### src/rtl/ps2_mouse_packet_tracker.sv
// ps2_mouse_packet_tracker
// Assembles standard PS/2 mouse packets from the PS2_Controller byte stream,
// decodes buttons and signed deltas, and keeps a clamped absolute cursor.
// Resynchronises on framing errors (header bit3 clear) and inter-byte timeouts.
// Optional feature: define MOUSE_WHEEL_EN for IntelliMouse 4-byte packets,
// which adds a B3 state and a signed 4-bit wheel output.
// POS_W must be at least 7 so the 9-bit deltas fit the POS_W+2 arithmetic.
module ps2_mouse_packet_tracker #(
  parameter int X_MAX          = 639,
  parameter int Y_MAX          = 479,
  parameter int POS_W          = 10,
  parameter int X_INIT         = 320,
  parameter int Y_INIT         = 240,
  parameter int TIMEOUT_CYCLES = 1000000
) (
  input  logic             CLOCK_50,
  input  logic             resetn,
  input  logic [7:0]       received_data,
  input  logic             received_data_en,
  output logic             packet_valid,
  output logic [2:0]       buttons,
  output logic [8:0]       dx,
  output logic [8:0]       dy,
  output logic [POS_W-1:0] pos_x,
  output logic [POS_W-1:0] pos_y,
`ifdef MOUSE_WHEEL_EN
  output logic [3:0]       wheel,
`endif
  output logic             sync_error
);

  localparam int CNT_W = $clog2(TIMEOUT_CYCLES + 1);
  localparam logic [CNT_W-1:0] TIMEOUT_LAST = CNT_W'(TIMEOUT_CYCLES - 1);
  localparam logic signed [POS_W+1:0] X_MAX_S = (POS_W+2)'(X_MAX);
  localparam logic signed [POS_W+1:0] Y_MAX_S = (POS_W+2)'(Y_MAX);

`ifdef MOUSE_WHEEL_EN
  typedef enum logic [2:0] {B0, B1, B2, B3, UPD} state_t;
`else
  typedef enum logic [2:0] {B0, B1, B2, UPD} state_t;
`endif

  state_t r_state, w_stateNext;

  // Header stored without the constant bit3: {Yovf, Xovf, Ys, Xs, M, R, L}
  logic [6:0]       r_hdr;
  logic [7:0]       r_xByte;
`ifdef MOUSE_WHEEL_EN
  logic [7:0]       r_yByte;
  logic [3:0]       r_wheel;
  logic             w_latchY;
`endif
  logic [CNT_W-1:0] r_cnt, w_cntNext;

  logic             r_packetValid, r_syncError;
  logic [2:0]       r_buttons;
  logic [8:0]       r_dx, r_dy;
  logic [POS_W-1:0] r_posX, r_posY;

  logic             w_latchHdr, w_latchX, w_fire, w_syncErr, w_isAck, w_timeout;
  logic [7:0]       w_yByte;
  logic [8:0]       w_dx, w_dy;
  logic signed [POS_W+1:0] w_nx, w_ny;
  logic [POS_W-1:0] w_posXNext, w_posYNext;

  // Next-state and strobe handling; UPD treats a coincident strobe as a header byte
  always_comb begin
    w_stateNext = r_state;
    w_cntNext   = '0;
    w_latchHdr  = 1'b0;
    w_latchX    = 1'b0;
`ifdef MOUSE_WHEEL_EN
    w_latchY    = 1'b0;
`endif
    w_fire      = 1'b0;
    w_syncErr   = 1'b0;
    w_isAck     = (received_data == 8'hFA) || (received_data == 8'hAA);
    w_timeout   = (r_cnt == TIMEOUT_LAST);
    unique case (r_state)
      B0, UPD: begin
        w_stateNext = B0;
        if (received_data_en && !w_isAck) begin
          if (!received_data[3]) begin
            w_syncErr = 1'b1;
          end else begin
            w_latchHdr  = 1'b1;
            w_stateNext = B1;
          end
        end
      end
      B1: begin
        if (received_data_en) begin
          w_latchX    = 1'b1;
          w_stateNext = B2;
        end else if (w_timeout) begin
          w_syncErr   = 1'b1;
          w_stateNext = B0;
        end else begin
          w_cntNext = r_cnt + CNT_W'(1);
        end
      end
      B2: begin
        if (received_data_en) begin
`ifdef MOUSE_WHEEL_EN
          w_latchY    = 1'b1;
          w_stateNext = B3;
`else
          w_fire      = 1'b1;
          w_stateNext = UPD;
`endif
        end else if (w_timeout) begin
          w_syncErr   = 1'b1;
          w_stateNext = B0;
        end else begin
          w_cntNext = r_cnt + CNT_W'(1);
        end
      end
`ifdef MOUSE_WHEEL_EN
      B3: begin
        if (received_data_en) begin
          w_fire      = 1'b1;
          w_stateNext = UPD;
        end else if (w_timeout) begin
          w_syncErr   = 1'b1;
          w_stateNext = B0;
        end else begin
          w_cntNext = r_cnt + CNT_W'(1);
        end
      end
`endif
      default: w_stateNext = B0;
    endcase
  end

  // Delta assembly and clamped position update, evaluated on the final byte
  always_comb begin
`ifdef MOUSE_WHEEL_EN
    w_yByte = r_yByte;
`else
    w_yByte = received_data;
`endif
    w_dx = {r_hdr[3], r_xByte};
    w_dy = {r_hdr[4], w_yByte};
    w_nx = $signed({2'b00, r_posX}) + $signed({{(POS_W-7){w_dx[8]}}, w_dx});
    w_ny = $signed({2'b00, r_posY}) - $signed({{(POS_W-7){w_dy[8]}}, w_dy});
    if (r_hdr[5])           w_posXNext = r_posX;
    else if (w_nx < 0)      w_posXNext = '0;
    else if (w_nx > X_MAX_S) w_posXNext = POS_W'(X_MAX);
    else                    w_posXNext = w_nx[POS_W-1:0];
    if (r_hdr[6])           w_posYNext = r_posY;
    else if (w_ny < 0)      w_posYNext = '0;
    else if (w_ny > Y_MAX_S) w_posYNext = POS_W'(Y_MAX);
    else                    w_posYNext = w_ny[POS_W-1:0];
  end

  // FSM state register
  always_ff @(posedge CLOCK_50 or negedge resetn) begin
    if (!resetn) r_state <= B0;
    else         r_state <= w_stateNext;
  end

  // Inter-byte timeout counter and packet byte latches
  always_ff @(posedge CLOCK_50 or negedge resetn) begin
    if (!resetn) begin
      r_cnt   <= '0;
      r_hdr   <= '0;
      r_xByte <= '0;
`ifdef MOUSE_WHEEL_EN
      r_yByte <= '0;
`endif
    end else begin
      r_cnt <= w_cntNext;
      if (w_latchHdr) r_hdr   <= {received_data[7:4], received_data[2:0]};
      if (w_latchX)   r_xByte <= received_data;
`ifdef MOUSE_WHEEL_EN
      if (w_latchY)   r_yByte <= received_data;
`endif
    end
  end

  // Registered outputs: pulses plus decoded packet fields held until the next packet
  always_ff @(posedge CLOCK_50 or negedge resetn) begin
    if (!resetn) begin
      r_packetValid <= 1'b0;
      r_syncError   <= 1'b0;
      r_buttons     <= '0;
      r_dx          <= '0;
      r_dy          <= '0;
      r_posX        <= POS_W'(X_INIT);
      r_posY        <= POS_W'(Y_INIT);
`ifdef MOUSE_WHEEL_EN
      r_wheel       <= '0;
`endif
    end else begin
      r_packetValid <= w_fire;
      r_syncError   <= w_syncErr;
      if (w_fire) begin
        r_buttons <= r_hdr[2:0];
        r_dx      <= w_dx;
        r_dy      <= w_dy;
        r_posX    <= w_posXNext;
        r_posY    <= w_posYNext;
`ifdef MOUSE_WHEEL_EN
        r_wheel   <= received_data[3:0];
`endif
      end
    end
  end

  assign packet_valid = r_packetValid;
  assign sync_error   = r_syncError;
  assign buttons      = r_buttons;
  assign dx           = r_dx;
  assign dy           = r_dy;
  assign pos_x        = r_posX;
  assign pos_y        = r_posY;
`ifdef MOUSE_WHEEL_EN
  assign wheel        = r_wheel;
`endif

endmodule

### config.mk
export PLATFORM = sky130hd
export DESIGN_NAME = ps2_mouse_packet_tracker
export DESIGN_NICKNAME = d
export VERILOG_FILES = /design/src/rtl/ps2_mouse_packet_tracker.sv
export SDC_FILE = /design/constraint.sdc
export NUM_CORES = 1
export LEC_CHECK = 0
export ABC_CLOCK_PERIOD_IN_PS = 4500
export CORE_UTILIZATION = 62
export CTS_BUF_LIST = sky130_fd_sc_hd__clkbuf_8
export DETAILED_ROUTE_END_ITERATION = 10
export PLACE_DENSITY = 0.93
export SLEW_MARGIN = 5
export SYNTH_ARGS = -nofsm -noshare
export SYNTH_HDL_FRONTEND = slang
export SYNTH_SLANG_ARGS = --single-unit
### constraint.sdc
create_clock -name CLOCK_50 -period 4.5 [get_ports CLOCK_50]
set_input_delay 0.675 -clock CLOCK_50 [delete_from_list [all_inputs] [get_ports CLOCK_50]]
set_output_delay 0.675 -clock CLOCK_50 [all_outputs]
set_load 0.02 [all_outputs]
---- Word-level counts from Yosys, hierarchy flattened ----
Cells that the tools add are included.
storage, ports and cells
  output and inout port bits .............. 43
  bits in registers ....................... 81
  input bits .............................. 11
  word-level logic and storage cells ...... 58
cells by class
  reductions and logical operators ........ 8
  $add $sub $neg .......................... 3
  magnitude comparators ................... 4
  equal/unequal tests ..................... 6
  mux-type cells .......................... 24
  bitwise gates (word level) .............. 2
operators with widths
  cell                   count
  $mux 20                3
  $mux 10                4
  $lt 12x1->1 const B    2
  $add 20x1->20 const B  1
  $eq 20x20->1 const B   1
  $eq 8x8->1 const B     2
  $add 11x9->12          1
  $gt 12x10->1 const B   1
  $gt 12x11->1 const B   1
  $mux 1                 12
  $sub 11x9->12          1
  $mux 3                 3
  $pmux 3 s3             1
  $eq 3x2->1 const B     2
  $reduce_and 2->1       2
  $reduce_or 2->1        2
  $eq 3x1->1 const B     1
  $logic_not 3->1        1
  $not 1->1              2
  $pmux 1 s2             1
  $logic_and 1x1->1      1
  $logic_not 1->1        1
  $logic_or 1x1->1       1

---- Logic depth before layout (Yosys ltp) ----
Gate-level depths: netlist of the first run.
  depth in word-level cells ............... 6
  mapped depth ............................ 12
  gate-level depth less buffers ........... 11

---- Worst setup path before layout of the first run ----
Ideal clock, no wire load.
  path type ............................... input-to-reg
  from .................................... input received_data[0]
  to ...................................... register r_posY[5] (netlist: pos_y[5])
  arrival ................................. 2,642 ps
  data required time ...................... 4,421 ps
  setup time .............................. 79 ps
  stages .................................. 11
  path buffers ............................ 1
  slack ................................... 1,779 ps
  cell sequence ........................... ha_1 > inv_1 > fa_1 > a211oi_1 > o21bai_1 > a21oi_1 > xnor2_1 > nand2_1 > or3_1 > clkbuf_1 > a41o_1
on the way
  longest elaborated chain between the ends .. 4
  elaborated cells between the ends (all ways) .. 5
  those cells by class .................... 1 x add/sub; 2 x order compare; 2 x mux
ends and longest elaborated chain
  element               line  RTL
  start, declared       18    input logic [7:0] received_data,
  $sub 11x9->12 *       145   w_ny = $signed({2'b00, r_posY}) - $signed({{(POS_W-7){w_dy[8]}}, w_dy});
  $gt 12x10->1          152   else if (w_ny > Y_MAX_S) w_posYNext = POS_W'(Y_MAX);
  $mux 10               152
  $mux 10 *             151   else if (w_ny < 0) w_posYNext = '0;
  end signal, assigned  190   r_posY <= POS_W'(Y_INIT);
  end signal, assigned  202   r_posY <= w_posYNext;
  end, declared         58    logic [POS_W-1:0] r_posX, r_posY;
Every way passes the cells marked *; elsewhere a longest branch is shown, timed or not.
A chain may end at the register's enable or synchronous reset.

---- Worst setup path in the final report of the first run ----
  from .................................... input received_data[0]
  to ...................................... register r_posY[1] (netlist: pos_y[1])
Same word-level chain as after synthesis.

==> results of run 1 <==
-- metrics by stage --
step                       util  setup WS [ps]  total power (uW)
after CTS                 0.762           1220              2610
final                     0.762           1150              2630
after floorplan               -           1780              1660
after global placement    0.732           1070              1980
after detailed placement  0.732            964              2030
after global routing      0.762            942              2770
-- flip-flops by register name, summed over array words and instances (netlist names) --
register / cells
buttons: 3
dx: 9
dy: 9
packet_valid: 1
pos_x: 10
pos_y: 10
r_cnt: 20
r_hdr: 7
r_state: 3
r_xByte: 8
sync_error: 1
-- final cells by class --
cell class                 instances  area, sq um  area share
tap                               96          120      0.0231
clock inverter                     7         83.8      0.0161
timing repair buffer              54          536       0.103
multi-input combinational        313         2220       0.427
clock buffer                       9          124      0.0238
sequential                        81         2030       0.391
inverter                          23         86.3      0.0166
-- logic make-up after synthesis --
kind of cell	share of synthesized area
AO/OA/AOI/OAI	0.154
XOR/XNOR	0.0597
adder cells (fa/ha/maj)	0.0745
flip-flops	0.462
AND/OR/NAND/NOR	0.139
buffers and inverters	0.0330
multiplexers	0.0767
other	0.000852
-- cells in the final DEF (no fill, tap or decap), types with 3 or more instances in the layout --
cell	netlist	final
a21o_1	5	5
a21oi_1	23	23
a22oi_1	3	3
a31oi_1	7	7
a32oi_1	5	5
and3_1	8	8
clkbuf_8	0	9
clkdlybuf4s50_1	0	52
dfrtp_1	75	75
dfstp_2	6	6
ha_1	23	23
inv_1	23	23
inv_6	0	3
mux2_2	30	30
nand2_1	34	34
nand2b_1	7	7
nand3_1	8	8
nor2_1	26	26
nor2b_1	9	9
nor3_1	10	10
o211ai_1	5	5
o21a_1	5	5
o21ai_0	31	31
o21ai_1	3	3
or3_1	6	6
xnor2_1	13	13
xor2_1	17	17
-- how the worst min path moves through the flow --
| stage | slack (ps) | depth (start not counted) | endpoint |
|---|---|---|---|
| 2_1_floorplan | 380 | 0 | buttons[0] |
| 3_3_place_gp | 460 | 2 | r_hdr[1] |
| 3_5_place_dp | 490 | 1 | r_state[1] |
| 4_1_cts | 500 | 1 | packet_valid |
| 5_1_grt | 510 | 1 | r_state[1] |
| 6_report | 470 | 1 | packet_valid |
-- routing by layer --
metal  global-route usage  up-vias  part of all wire
met5                    0        -                 0
met3               0.0524       35             0.055
met1                0.379     1758              0.42
met4                0.127        0             0.026
li1                     -     1628                 -
met2                0.505      156              0.50
-- power groups by stage --
stage                     clock (uW)  sequential (uW)  combinational, uW
after floorplan                    0             1090                564
after global placement             0             1000                980
after detailed placement           0             1010               1030
after CTS                        564              998               1050
after global routing             597             1020               1150
final                            563             1000               1060
-- worst reg2reg max path, stage by stage (launching register included) --
cell and delay, ps:
dfrtp_1 410, inv_1 70, ha_1 140, inv_1 50, fa_1 430, a211oi_1 340, o21bai_1 160, o22ai_1 260
o221ai_1 200, nor3_1 170, and4b_1 320, a31oi_1 220
==> reports/metrics.cfg, run 1 <==
[sta]
grt_setup_unrepaired=false
final.period_utilization=0.745
setup_viol=0
tightest_slew_ps=957
fin_skew_ps=7.47
drv_slew=0
fmax_mhz=298
fin_tns_setup_ps=0
hold_slack_ps=472
hold_viol_final=0
final.min_clock_period_ps=3350
max_slew_margin=0.362

[outcome]
status=complete, no violations

[synthesis]
avgSynthCellArea_sq_um=10.2
syn_area_sq_um=4400
postSynthRegisterBits=81
synth_nets=466
ys_seq_area_frac=0.462
synth.most_common_cell=dfrtp_1
synthArstFlopShare=1.00
synthFlopType=dfrtp_1
yosysTopAreaCell=dfrtp_1
synth_area_leaders=dfrtp_1 43%, mux2_2 7.7%, ha_1 6.5%
synth_edf_count=0
synthTopCellsByCount=75 x dfrtp_1, 34 x nand2_1, 31 x o21ai_0, 30 x mux2_2, 26 x nor2_1
syn_inst=430
synth_cell_types=54
yosys_warnings=0
synth_top_area_share=0.426

[clock_tree]
root_buffer=clkbuf_8
numCtsBuffers=9
clkLatencyLatePin_ps=360
cts_buffer_depth=2
cts_resized=0
clkSinkCount=81
postCtsSetupBuffers=0
clk_pin_slew_ps=90
htree_levels=3
cts_tree=yes
cts_hold_buf=0

[power]
internal-power_uw=1630
clockPowerShare=0.214
switching_power_uw=994
swShare=0.379
leakage_uw=0.00227
power_frac_seq=0.382
ir_drop_mv=0.368
power.density_nw_per_um2=504
combinationalPowerShare=0.404

[placement]
place_congestion=0.867
placed_cell_area_sq_um=5000
dp.final_hpwl_um=7070
portBuffers=53
placedCellCount=567

[critical_path]
timing.critical_path.to=pos_y[1]
cpMaxStageDelayCell=clkdlybuf4s50_1
worstPathBufferInverterCount=2
cp_slowest_stage_delay_ps=600
crit_type=in -> reg
ff2ff_setup_slack_ps=1640
critPathLaunch=received_data[0]
cp_max_fo=9
required_ps=4770
critPathCaptureType=flop
cp_data_arrival_time_ps=3630
worstReg2RegEnd=pos_y[1]
cpLargestDelayFamily=compound AO/OA/AOI/OAI gates
rr_worst_depth=11
reg2reg_from=pos_y[0]
crit_chain=clkdlybuf4s50_1 -> ha_1 -> inv_1 -> fa_1 -> a211oi_1 -> o21bai_1 -> o22ai_1 -> o221ai_1 -> nor3_1 -> and4b_1 -> a31oi_1
cp_num_cells=11
start_kind=primary input

[layout]
fill_cells=457
diodes=0
synthToLayoutAreaGrowth_pct=18.3
final_nets=518
final_cells=583
finalInstanceArea_sq_um=5210
drive_gt1_frac=0.123

[drt]
route.detailed.drc=0
wl_per_cell_um=17.4
drt-initial-drc-count=227
vias_per_cell=6.14
finalWirelength_um=10200
antenna_left=0
route.vias.total=3577
dr.pass1.iters=5

[grt]
grt_pass1_vias=3602
grt_pass1_wl_um=17100
antenna_found_initial=0
grt-ovfl-total=0
grt_usage=0.298
grt_max_degree=82

[floorplanning]
die_h_um=86.3
io_pins=54
initial_utilization=0.645
num_rows=30
die_area_sq_um=7440
die_x_um=86.3
core_area_sq_um=6830

[min_path]
hp-class=in -> async

[job]
cap_viol_max_count=0

Note: power is estimated with default switching activity, not from simulation.
==> run 2: changes to the inputs <==
--- a/config.mk
+++ b/config.mk
@@ -5,11 +5,11 @@
 export SDC_FILE = /design/constraint.sdc
 export NUM_CORES = 1
 export LEC_CHECK = 0
-export ABC_CLOCK_PERIOD_IN_PS = 4500
-export CORE_UTILIZATION = 62
+export ABC_CLOCK_PERIOD_IN_PS = 3200
+export CORE_UTILIZATION = 58
 export CTS_BUF_LIST = sky130_fd_sc_hd__clkbuf_8
 export DETAILED_ROUTE_END_ITERATION = 10
-export PLACE_DENSITY = 0.93
+export PLACE_DENSITY = 0.88
 export SLEW_MARGIN = 5
 export SYNTH_ARGS = -nofsm -noshare
 export SYNTH_HDL_FRONTEND = slang
==> constraint.sdc (replaced) <==
create_clock -name CLOCK_50 -period 3.2 [get_ports CLOCK_50]
set_input_delay 0.48 -clock CLOCK_50 [delete_from_list [all_inputs] [get_ports CLOCK_50]]
set_output_delay 0.48 -clock CLOCK_50 [all_outputs]
set_load 0.02 [all_outputs]
==> run 2 against run 1 <==
- global-route usage shrank 1.8 points
- hold slack lost 190 ps
- setup slack lost 900 ps
- register-to-register slack lost 1300 ps
- wire length shrank 0.47%
- clock skew is essentially flat
- combinational power grew 41%
- critical path type unchanged
==> reports/metrics.cfg, run 2 (synthesized netlist as in run 1, its figures left out) <==
[drt]
antenna_left=0  ; unchanged
wl_per_cell_um=17.0  ; -2.6%
finalWirelength_um=10100  ; -0.47%
route.vias.total=3563  ; -0.39%
vias_per_cell=5.98  ; -2.6%
dr.pass1.iters=5  ; unchanged
route.detailed.drc=0  ; unchanged
drt-initial-drc-count=274  ; +21%

[layout]
synthToLayoutAreaGrowth_pct=19.5
drive_gt1_frac=0.141  ; +0.0176
largest_register=r_cnt
fin_util=0.721  ; -0.0409
largest_register_ff_count=20  ; unchanged
final_nets=528  ; +1.9%
mostFrequentLayoutCell=dfrtp_1
mostFrequentLayoutCells=75 x dfrtp_1, 52 x clkdlybuf4s50_1, 34 x nand2_1
multi_input_area_sq_um=2220  ; unchanged
diodes=0  ; unchanged
fill_cells=520  ; +14%
seq_area_sq_um=2030  ; unchanged

[critical_path]
crit_chain=clkdlybuf4s50_1 -> inv_1 -> ha_1 -> or3_1 -> nor3_1 -> o31a_1 -> nor3_1 -> and4b_1 -> a31oi_1
worstReg2RegEnd=pos_x[7]
cp_slowest_stage_delay_ps=540  ; -60 ps
required_ps=3400  ; -1370 ps
cp_data_arrival_time_ps=3150  ; -480 ps
reg2reg_from=pos_x[0]
path_common_cell=nor3_1
critPathCaptureType=flop
cpMaxStageDelayCell=clkdlybuf4s50_1
start_kind=primary input
cp_max_fo=9  ; unchanged
crit_type=in -> reg
rr_worst_depth=10  ; -1
ff2ff_setup_slack_ps=370  ; -1270 ps

[sta]
setup_viol=0  ; unchanged
hold_viol_final=0  ; unchanged
drv_slew=0  ; unchanged
max_slew_margin=0.347  ; -0.0148
tightest_slew_ps=979  ; +22.2 ps
fin_tns_setup_ps=0  ; unchanged
fin_skew_ps=7.52  ; +0.0454 ps
final.period_utilization=0.922
fmax_mhz=339
grt_setup_unrepaired=false
final.min_clock_period_ps=2950

[min_path]
hp-class=in -> async

[clock_tree]
clkSinkCount=81  ; unchanged
htree_levels=3  ; unchanged
numCtsBuffers=9  ; unchanged
cts_resized=0  ; unchanged
cts_tree=yes
postCtsSetupBuffers=0  ; unchanged
clk_pin_slew_ps=80  ; about the same
cts_hold_buf=0  ; unchanged
clkLatencyLatePin_ps=340  ; -20 ps
root_buffer=clkbuf_8
cts_buffer_depth=2  ; unchanged

[placement]
portBuffers=53  ; unchanged
dp.final_hpwl_um=7340  ; +3.9%
place_congestion=0.830  ; -4.3%

[power]
leakage_uw=0.00231  ; +1.6%
power.density_nw_per_um2=679  ; +35%
ir_drop_mv=0.433  ; +18%
finalPower_uw=3570  ; +36%

[floorplanning]
die_h_um=89.1  ; +3.3%
die_x_um=89.1  ; +3.3%
core_area_sq_um=7290  ; +6.7%
io_pins=54  ; unchanged
die_area_sq_um=7940  ; +6.7%
num_rows=31  ; +3.3%
initial_utilization=0.604  ; -0.0407

[grt]
grt_pass1_wl_um=16600  ; -2.9%
grt_usage=0.280  ; -0.0181
grt-ovfl-total=0  ; unchanged
grt_pass1_vias=3481  ; -3.4%
antenna_found_initial=0  ; unchanged
grt_max_degree=82  ; unchanged

[outcome]
status=complete, no violations

[job]
cap_viol_max_count=0  ; unchanged

[run 2: cell count changes in the layout (fill, tap and decap cells not counted), sizes merged]
| cell | previous run | this run |
|---|---|---|
| clkinvlp | 1 | 2 |
| clkinv | 1 | 3 |
| buf | 2 | 12 |
| clkbuf | 9 | 11 |
| bufinv | 1 | 0 |
| inv | 27 | 23 |
[run 2: worst max path at each step]
stage | slack (ps) | startpoint | endpoint
after global placement | 100 | received_data[0] | pos_y[5]
after floorplan | 580 | pos_x[0] | pos_x[7]
after global routing | 140 | received_data[1] | pos_y[3]
after CTS | 340 | received_data[0] | pos_y[5]
after detailed placement | 20 | received_data[0] | pos_y[5]
final | 250 | received_data[5] | pos_y[3]
[run 2: cell type report]
cell class / count / share of cell area
Tap cell: 99 / 0.0235
Inverter: 23 / 0.0164
Multi-Input combinational cell: 313 / 0.423
Clock inverter: 5 / 0.00571
Timing Repair Buffer: 64 / 0.116
Sequential cell: 81 / 0.387
Clock buffer: 11 / 0.0288
[run 2: critical path, delay by kind of cell]
| family | cells | cell delay [ps] |
|---|---|---|
| AO/OA/AOI/OAI | 2 | 410 |
| adder cells (fa/ha/maj) | 1 | 260 |
| buffers and inverters | 2 | 650 |
| AND/OR/NAND/NOR | 4 | 1360 |
[run 2: per-layer routing]
metal / track usage / vias up / share of wire
met5: 0 / - / 0
met4: 0.124 / 0 / 0.024
met1: 0.364 / 1703 / 0.43
li1: - / 1666 / -
met2: 0.459 / 167 / 0.49
met3: 0.0545 / 27 / 0.053
[run 2: where the power goes]
part / total [uW] / internal [uW] / switching, uW
Clock: 676 / 320 / 356
Combinational: 1490 / 694 / 797
Sequential: 1410 / 1230 / 171
[run 2: through the flow]
| step | hold WS (ps) | instances | worst slack, ps | area [sq um] |
|---|---|---|---|---|
| floorplan | 184 | 430 | 583 | 4400 |
| global placement | 454 | 580 | 99.6 | 5080 |
| detailed placement | 475 | 580 | 22.5 | 5080 |
| CTS | 322 | 596 | 343 | 5260 |
| global route | 362 | 596 | 138 | 5260 |
| finish | 280 | 596 | 251 | 5260 |
